==> src/rtl/mu0_scan_ctrl_pkg.sv <==
// Shared definitions for the MU0 scan-path master: field widths of the
// scanned register word, the controller state encoding, the snapshot
// record and a helper that splits a captured word into its fields.
package mu0_scan_pkg;

  // Widths of the three register fields carried on the scan path
  localparam int ACC_W   = 16;
  localparam int PC_W    = 12;
  localparam int FLAGS_W = 2;

  // Total serial word length and the counter that walks it
  localparam int SCAN_LEN = ACC_W + PC_W + FLAGS_W;
  localparam int BITCNT_W = 5;

  // Index of the last serial bit; the bit counter wraps back to 0 after it
  localparam logic [BITCNT_W-1:0] LAST_BIT = BITCNT_W'(SCAN_LEN - 1);

  // Controller states
  //   IDLE   : waiting for a request
  //   RST_LO : scan_clk low, scan_en low, ahead of the resync rise
  //   RST_HI : scan_clk high with scan_en low, zeroes the scanner index
  //   SH_LO  : scan_clk low, scan_en high, bit sampled at end of phase
  //   SH_HI  : scan_clk high, scan_en high, scanner advances its index
  //   DONE   : snapshot valid, waiting for ack
  typedef enum logic [2:0] {
    IDLE   = 3'd0,
    RST_LO = 3'd1,
    RST_HI = 3'd2,
    SH_LO  = 3'd3,
    SH_HI  = 3'd4,
    DONE   = 3'd5
  } scan_state_t;

  // Parallel snapshot of the scanned registers
  typedef struct packed {
    logic [FLAGS_W-1:0] flags;
    logic [PC_W-1:0]    pc;
    logic [ACC_W-1:0]   acc;
  } snap_t;

  // Split a captured serial word into its fields. Serial bit order is
  // acc[0..15], then pc[0..11], then flags[0..1], so bit 0 of the word
  // is the first bit shifted out of the scanner.
  function automatic snap_t unpack_capture(input logic [SCAN_LEN-1:0] cap);
    snap_t s;
    s.acc   = cap[ACC_W-1:0];
    s.pc    = cap[ACC_W+PC_W-1:ACC_W];
    s.flags = cap[SCAN_LEN-1:ACC_W+PC_W];
    return s;
  endfunction

endpackage

==> src/rtl/mu0_scan_ctrl_if.sv <==
// Debugger-side handshake bundle of the scan-path master: request/ack,
// status flags and the parallel snapshot. The master modport is the
// debugger logic, the slave modport is the scan controller.
interface mu0_scan_ctrl_if;
  import mu0_scan_pkg::*;

  logic               req;
  logic               ack;
  logic               busy;
  logic               snap_valid;
  logic [ACC_W-1:0]   snap_acc;
  logic [PC_W-1:0]    snap_pc;
  logic [FLAGS_W-1:0] snap_flags;

  modport master (
    output req,
    output ack,
    input  busy,
    input  snap_valid,
    input  snap_acc,
    input  snap_pc,
    input  snap_flags
  );

  modport slave (
    input  req,
    input  ack,
    output busy,
    output snap_valid,
    output snap_acc,
    output snap_pc,
    output snap_flags
  );

endinterface

==> src/rtl/mu0_scan_ctrl_phase_timer.sv <==
// Phase timer for the scan controller. A down-counter that reloads
// HALF_PERIOD-1 whenever the controller changes state, so every timed
// state lasts exactly HALF_PERIOD clk cycles; phase_end marks the last
// cycle of the current phase.
module mu0_scan_phase_timer #(
  parameter int HALF_PERIOD = 2,
  parameter int CNT_W       = 8
) (
  input  logic clk,
  input  logic rst_n,
  input  logic load,
  output logic phase_end
);

  localparam logic [CNT_W-1:0] RELOAD = CNT_W'(HALF_PERIOD - 1);

  logic [CNT_W-1:0] count;

  // Reload on a state change, otherwise count down and park at zero
  always_ff @(posedge clk) begin
    if (!rst_n) begin
      count <= '0;
    end else if (load) begin
      count <= RELOAD;
    end else if (count != '0) begin
      count <= count - 1'b1;
    end
  end

  assign phase_end = (count == '0);

endmodule

==> src/rtl/mu0_scan_ctrl.sv <==
// MU0 scan-path master. On a debugger request it drives scan_clk and
// scan_en to the register scanner, first with one rise at scan_en=0 to
// resynchronise the scanner to bit 0, then 30 rises at scan_en=1 while
// sampling scan_out at the end of each low phase. The captured word is
// presented as a parallel snapshot under a valid/ack handshake.
module mu0_scan_ctrl
  import mu0_scan_pkg::*;
#(
  parameter int HALF_PERIOD = 2,
  parameter int CNT_W       = 8
) (
  input  logic             clk,
  input  logic             rst_n,
  mu0_scan_ctrl_if.slave   dbg,
  input  logic             scan_out,
  output logic             scan_clk,
  output logic             scan_en
);

  scan_state_t           state;
  scan_state_t           next_state;
  logic                  next_scan_clk;
  logic                  next_scan_en;
  logic                  phase_end;
  logic                  state_change;
  logic [BITCNT_W-1:0]   bitcnt;
  logic [SCAN_LEN-1:0]   capture;
  snap_t                 snap;
  logic                  sample_bit;
  logic                  bit_done;
  logic                  last_bit_done;

  // A new phase starts whenever the state moves, which restarts the timer
  assign state_change = (next_state != state);

  mu0_scan_phase_timer #(
    .HALF_PERIOD (HALF_PERIOD),
    .CNT_W       (CNT_W)
  ) u_phase_timer (
    .clk       (clk),
    .rst_n     (rst_n),
    .load      (state_change),
    .phase_end (phase_end)
  );

  // Qualified phase-end strobes used by the datapath
  assign sample_bit    = (state == SH_LO) && phase_end;
  assign bit_done      = (state == SH_HI) && phase_end;
  assign last_bit_done = bit_done && (bitcnt == LAST_BIT);

  // State register; scan_clk/scan_en are registered alongside it so the
  // scanner never sees a combinational glitch
  always_ff @(posedge clk) begin
    if (!rst_n) begin
      state    <= IDLE;
      scan_clk <= 1'b0;
      scan_en  <= 1'b0;
    end else begin
      state    <= next_state;
      scan_clk <= next_scan_clk;
      scan_en  <= next_scan_en;
    end
  end

  // Next-state logic: timed states advance on phase_end, IDLE and DONE
  // wait for the handshake inputs
  always_comb begin
    next_state = state;
    unique case (state)
      IDLE: begin
        if (dbg.req) next_state = RST_LO;
      end
      RST_LO: begin
        if (phase_end) next_state = RST_HI;
      end
      RST_HI: begin
        if (phase_end) next_state = SH_LO;
      end
      SH_LO: begin
        if (phase_end) next_state = SH_HI;
      end
      SH_HI: begin
        if (phase_end) next_state = (bitcnt == LAST_BIT) ? DONE : SH_LO;
      end
      DONE: begin
        if (dbg.ack) next_state = IDLE;
      end
      default: begin
        next_state = IDLE;
      end
    endcase
  end

  // Scan-path output decode from the state being entered, so the
  // registered outputs line up with the state register
  always_comb begin
    next_scan_clk = 1'b0;
    next_scan_en  = 1'b0;
    case (next_state)
      RST_HI: begin
        next_scan_clk = 1'b1;
      end
      SH_LO: begin
        next_scan_en = 1'b1;
      end
      SH_HI: begin
        next_scan_clk = 1'b1;
        next_scan_en  = 1'b1;
      end
      default: begin
        next_scan_clk = 1'b0;
        next_scan_en  = 1'b0;
      end
    endcase
  end

  // Serial capture: sample scan_out on the last cycle of each low phase
  // and step the bit counter at the end of each high phase
  always_ff @(posedge clk) begin
    if (!rst_n) begin
      bitcnt  <= '0;
      capture <= '0;
    end else begin
      if (sample_bit) begin
        capture[bitcnt] <= scan_out;
      end
      if (bit_done) begin
        bitcnt <= (bitcnt == LAST_BIT) ? '0 : bitcnt + 1'b1;
      end
    end
  end

  // Snapshot register: updated only when the final bit completes, so an
  // aborted scan never leaves a partial snapshot
  always_ff @(posedge clk) begin
    if (!rst_n) begin
      snap <= '0;
    end else if (last_bit_done) begin
      snap <= unpack_capture(capture);
    end
  end

  assign dbg.busy       = (state != IDLE);
  assign dbg.snap_valid = (state == DONE);
  assign dbg.snap_acc   = snap.acc;
  assign dbg.snap_pc    = snap.pc;
  assign dbg.snap_flags = snap.flags;

endmodule
==> src/flat_wrapper.sv <==
// flat-port wrapper written by rule: the top's interface ports become plain ports
module mu0_scan_ctrl_flat import mu0_scan_pkg::*;
#(
  parameter int HALF_PERIOD = 2,
  parameter int CNT_W       = 8
)
  (clk, rst_n, scan_out, scan_clk, scan_en, dbg_req, dbg_ack, dbg_busy, dbg_snap_valid, dbg_snap_acc, dbg_snap_pc, dbg_snap_flags);
  mu0_scan_ctrl_if dbg_i ();
  input  logic clk;
  input  logic rst_n;
  input  logic scan_out;
  output logic scan_clk;
  output logic scan_en;
  input wire logic [$bits(dbg_i.req)-1:0] dbg_req;
  input wire logic [$bits(dbg_i.ack)-1:0] dbg_ack;
  output wire logic [$bits(dbg_i.busy)-1:0] dbg_busy;
  output wire logic [$bits(dbg_i.snap_valid)-1:0] dbg_snap_valid;
  output wire logic [$bits(dbg_i.snap_acc)-1:0] dbg_snap_acc;
  output wire logic [$bits(dbg_i.snap_pc)-1:0] dbg_snap_pc;
  output wire logic [$bits(dbg_i.snap_flags)-1:0] dbg_snap_flags;
  assign dbg_i.req = dbg_req;
  assign dbg_i.ack = dbg_ack;
  assign dbg_busy = dbg_i.busy;
  assign dbg_snap_valid = dbg_i.snap_valid;
  assign dbg_snap_acc = dbg_i.snap_acc;
  assign dbg_snap_pc = dbg_i.snap_pc;
  assign dbg_snap_flags = dbg_i.snap_flags;
  mu0_scan_ctrl #(.HALF_PERIOD(HALF_PERIOD), .CNT_W(CNT_W)) u_core (.clk(clk), .rst_n(rst_n), .dbg(dbg_i), .scan_out(scan_out), .scan_clk(scan_clk), .scan_en(scan_en));
endmodule
==> config.mk <==
export PLATFORM = sky130hd
export DESIGN_NAME = mu0_scan_ctrl_flat
export DESIGN_NICKNAME = d
export VERILOG_FILES = /design/src/rtl/mu0_scan_ctrl_pkg.sv /design/src/rtl/mu0_scan_ctrl_if.sv /design/src/rtl/mu0_scan_ctrl_phase_timer.sv /design/src/rtl/mu0_scan_ctrl.sv /design/src/flat_wrapper.sv
export SDC_FILE = /design/constraint.sdc
export NUM_CORES = 1
export LEC_CHECK = 0
export ABC_AREA = 1
export CAP_MARGIN = 25
export CELL_PAD_IN_SITES_DETAIL_PLACEMENT = 0
export CELL_PAD_IN_SITES_GLOBAL_PLACEMENT = 1
export CORE_UTILIZATION = 33
export DETAILED_ROUTE_END_ITERATION = 8
export DONT_BUFFER_PORTS = 1
export PLACE_DENSITY_LB_ADDON = 0.3
export SKIP_LAST_GASP = 1
export SLEW_MARGIN = 10
export SYNTH_ARGS = -nofsm -noshare
export SYNTH_HDL_FRONTEND = slang
export SYNTH_SLANG_ARGS = --single-unit
==> constraint.sdc <==
create_clock -name clk -period 3.7 [get_ports clk]
set_clock_uncertainty 0.05 [all_clocks]
set_input_delay 0.555 -clock clk [delete_from_list [all_inputs] [get_ports clk]]
set_output_delay 0.555 -clock clk [all_outputs]
set_load 0.005 [all_outputs]
==> run metrics <==
wire length on met2 3325 um; Post-Synthesis Cells 468; GRT Util Overall 15.22%; Tightest Pin Transition 654.6 ps; Max-slew headroom 56.29%; predominant post-synthesis flop cell dfxtp_1; fin crit period 2304 ps; multi-input logic area 0.001588 mm^2; PortBufs 0; Peak Freq 434.0 MHz; final hold viol count 0; grt total ovfl 0; synth cell count leaders dfxtp_1, nor2_1, nand2_1; min-delay src rst_n; vias in the first global route 2629; Net Count, Synth 478; core area 0.01028 mm^2; postcts setup bufs 0; Max IR drop VDD 207.0 uV; hpwl dp 4975 um; CTS Root Cell clkbuf_8; pin count of the biggest net entering global routing 38; synth warn 0; Data arrival, critical path 2500 ps; Final setup viols 0; crit-path max FO 32; CTS H-tree depth 3; final net count 467; Clock Latency Late Sink 350 ps; vias per inst 4.781; Hold-fix buffers, CTS 0; sequential area share after synthesis 44.83%; Starting Density 33.89%; outcome completed; Req. time, crit path 3900 ps; post-cts sizing count 0; initial antenna violation count 0; Pins Over Slew Limit 0; row cnt 37; Inserted Clock Buffers 9; nature of the critical path endpoint flop; TritonRoute pass-1 iters 4; most frequent cell after synthesis dfxtp_1; Synth area leader dfxtp_1; Initial DRC Count 145; drc violations 0; Async SR Flop Fraction 0%; num ports 39; met3 routed WL 273 um; CP startpoint kind flop; largest cells by area after synthesis dfxtp_1, nor2_1, nand2_1; FF-to-FF Start u_core.bitcnt[3]$_SDFFE_PN0P_; Max Cap Viol 0; wire per inst 12.99 um; CTS tree yes; synth unique cells 30; Max Used Layer met4; first-pass GRT wire length 13220 um; Die Y 104.7 um; Netlist Area Pre-Place 0.003483 mm^2; Yosys top cell area share 44.83%; die area 0.01097 mm^2; clock tree sinks 78; Hold WC Path Type in2reg; Leakage 0.001363 uW; Setup WS post-layout 1396 ps; EDFF count, synth 0; crit path from u_core.bitcnt[3]$_SDFFE_PN0P_; Syn Area/Cell 7.443 um^2; Antenna Diode Count 0; RD Place Congestion 0.7670; met1 wire length 4033 um; setup tns final 0 ps; kind of critical path reg2reg; DP Worst Slack 1391 ps; Seq cells post-synth 78; RSZ-0062 raised after global routing false; total number of vias 2859; Final period util 62.27%; Final ANT Viol Nets 0; FILL cells 1125; power per standard cell area 603.5 mW/mm^2; clock buffer depth 2; fraction of layout cells with a size suffix above 1 9.740%; clock transition at the registers of the reported paths 90 ps; storage element area 0.001562 mm^2; final wirelength 7769 um; die width 104.7 um; P&R area growth vs syn 6.286%
worst max-delay path, cell delays in order, from the launching register on:
cell and delay [ps]:
dfxtp_1 470, nand2_2 130, nor2_2 130, nand2_2 100, inv_2 440, nand2_2 530
nand2_1 250, nor2_1 70
layout make-up:
type | count | area share, %
well taps | 136 | 4.596
flip-flops and latches | 78 | 42.18
repair buffers | 1 | 0.2028
clock buffers | 10 | 3.717
multi-input cells | 322 | 42.89
inverters | 45 | 4.562
clock inverters | 6 | 1.859
through the flow:
stage	instance area (um^2)	utilization [%]	hold WS, ps	instances	power, uW
global placement	3496	34.02	421.3	582	1586
global route	3702	36.02	229.9	598	2398
floorplan	3483	-	391.3	468	1489
CTS	3702	36.02	230.9	598	2266
detailed placement	3496	34.02	422.7	582	1588
finish	3702	36.02	243.9	598	2234
final timing paths:
| path | endpoint | slack [ps] | cells after the start |
|---|---|---|---|
| min reg2reg | u_core.dbg.snap_pc[10]$_SDFFE_PN0P_ | 430 | 2 |
| max | u_core.bitcnt[2]$_SDFFE_PN0P_ | 1400 | 7 |
| max reg2reg | u_core.bitcnt[2]$_SDFFE_PN0P_ | 1400 | 7 |
| min | u_core.state[1]$_SDFF_PN0_ | 240 | 2 |
metal layers:
layer / vias to the layer above / global-route usage [%]
met5: - / 0
met4: 0 / 6.942
li1: 1505 / -
met2: 42 / 22.04
met1: 1301 / 21.21
met3: 11 / 3.681
cells by family after synthesis:
kind of cell,share of synthesized area [%]
AND/OR/NAND/NOR,30.96
AO/OA/AOI/OAI,11.57
flip-flops,44.83
buffers and inverters,9.590
XOR/XNOR,1.257
adder cells (fa/ha/maj),1.796
power breakdown:
part           switching (uW)  internal [uW]  total, uW
Clock                     334            334        668
Combinational             405            212        617
Sequential               56.3            894        950
Total                     795           1440       2230
flip-flops by register name, summed over array words and instances (netlist names):
name / cells
u_core.dbg.snap_flags: 2
u_core.u_phase_timer.count: 8
u_core.capture: 30
u_core.scan_en: 1
u_core.bitcnt: 5
u_core.scan_clk: 1
u_core.dbg.snap_pc: 12
u_core.dbg.snap_acc: 16
u_core.state: 3
cell usage in the layout, fill, tap and decap left out:
| cell | count |
|---|---|
| nor2_1 | 76 |
| clkinv_4 | 2 |
| o31ai_1 | 1 |
| clkinv_2 | 1 |
| inv_2 | 8 |
| dfxtp_1 | 78 |
| nand4_2 | 1 |
| xnor2_1 | 1 |
| clkbuf_8 | 10 |
| nor2_2 | 8 |
| a31oi_1 | 2 |
| inv_6 | 1 |
| nand4_1 | 5 |
| o21ai_0 | 34 |
| ha_1 | 5 |
| nand2_2 | 6 |
| nor2_4 | 2 |
| nor3_2 | 1 |
| o21ai_1 | 2 |
| a21oi_1 | 39 |
| nor2_8 | 1 |
| nand3_1 | 41 |
| buf_4 | 1 |
| clkinvlp_4 | 1 |
| bufinv_16 | 1 |
| nor3_1 | 36 |
| nand3_4 | 1 |
| xor2_1 | 4 |
| inv_1 | 37 |
| nand2_1 | 55 |
| o21a_1 | 1 |
No activity file was read; power rests on OpenSTA's default activity.
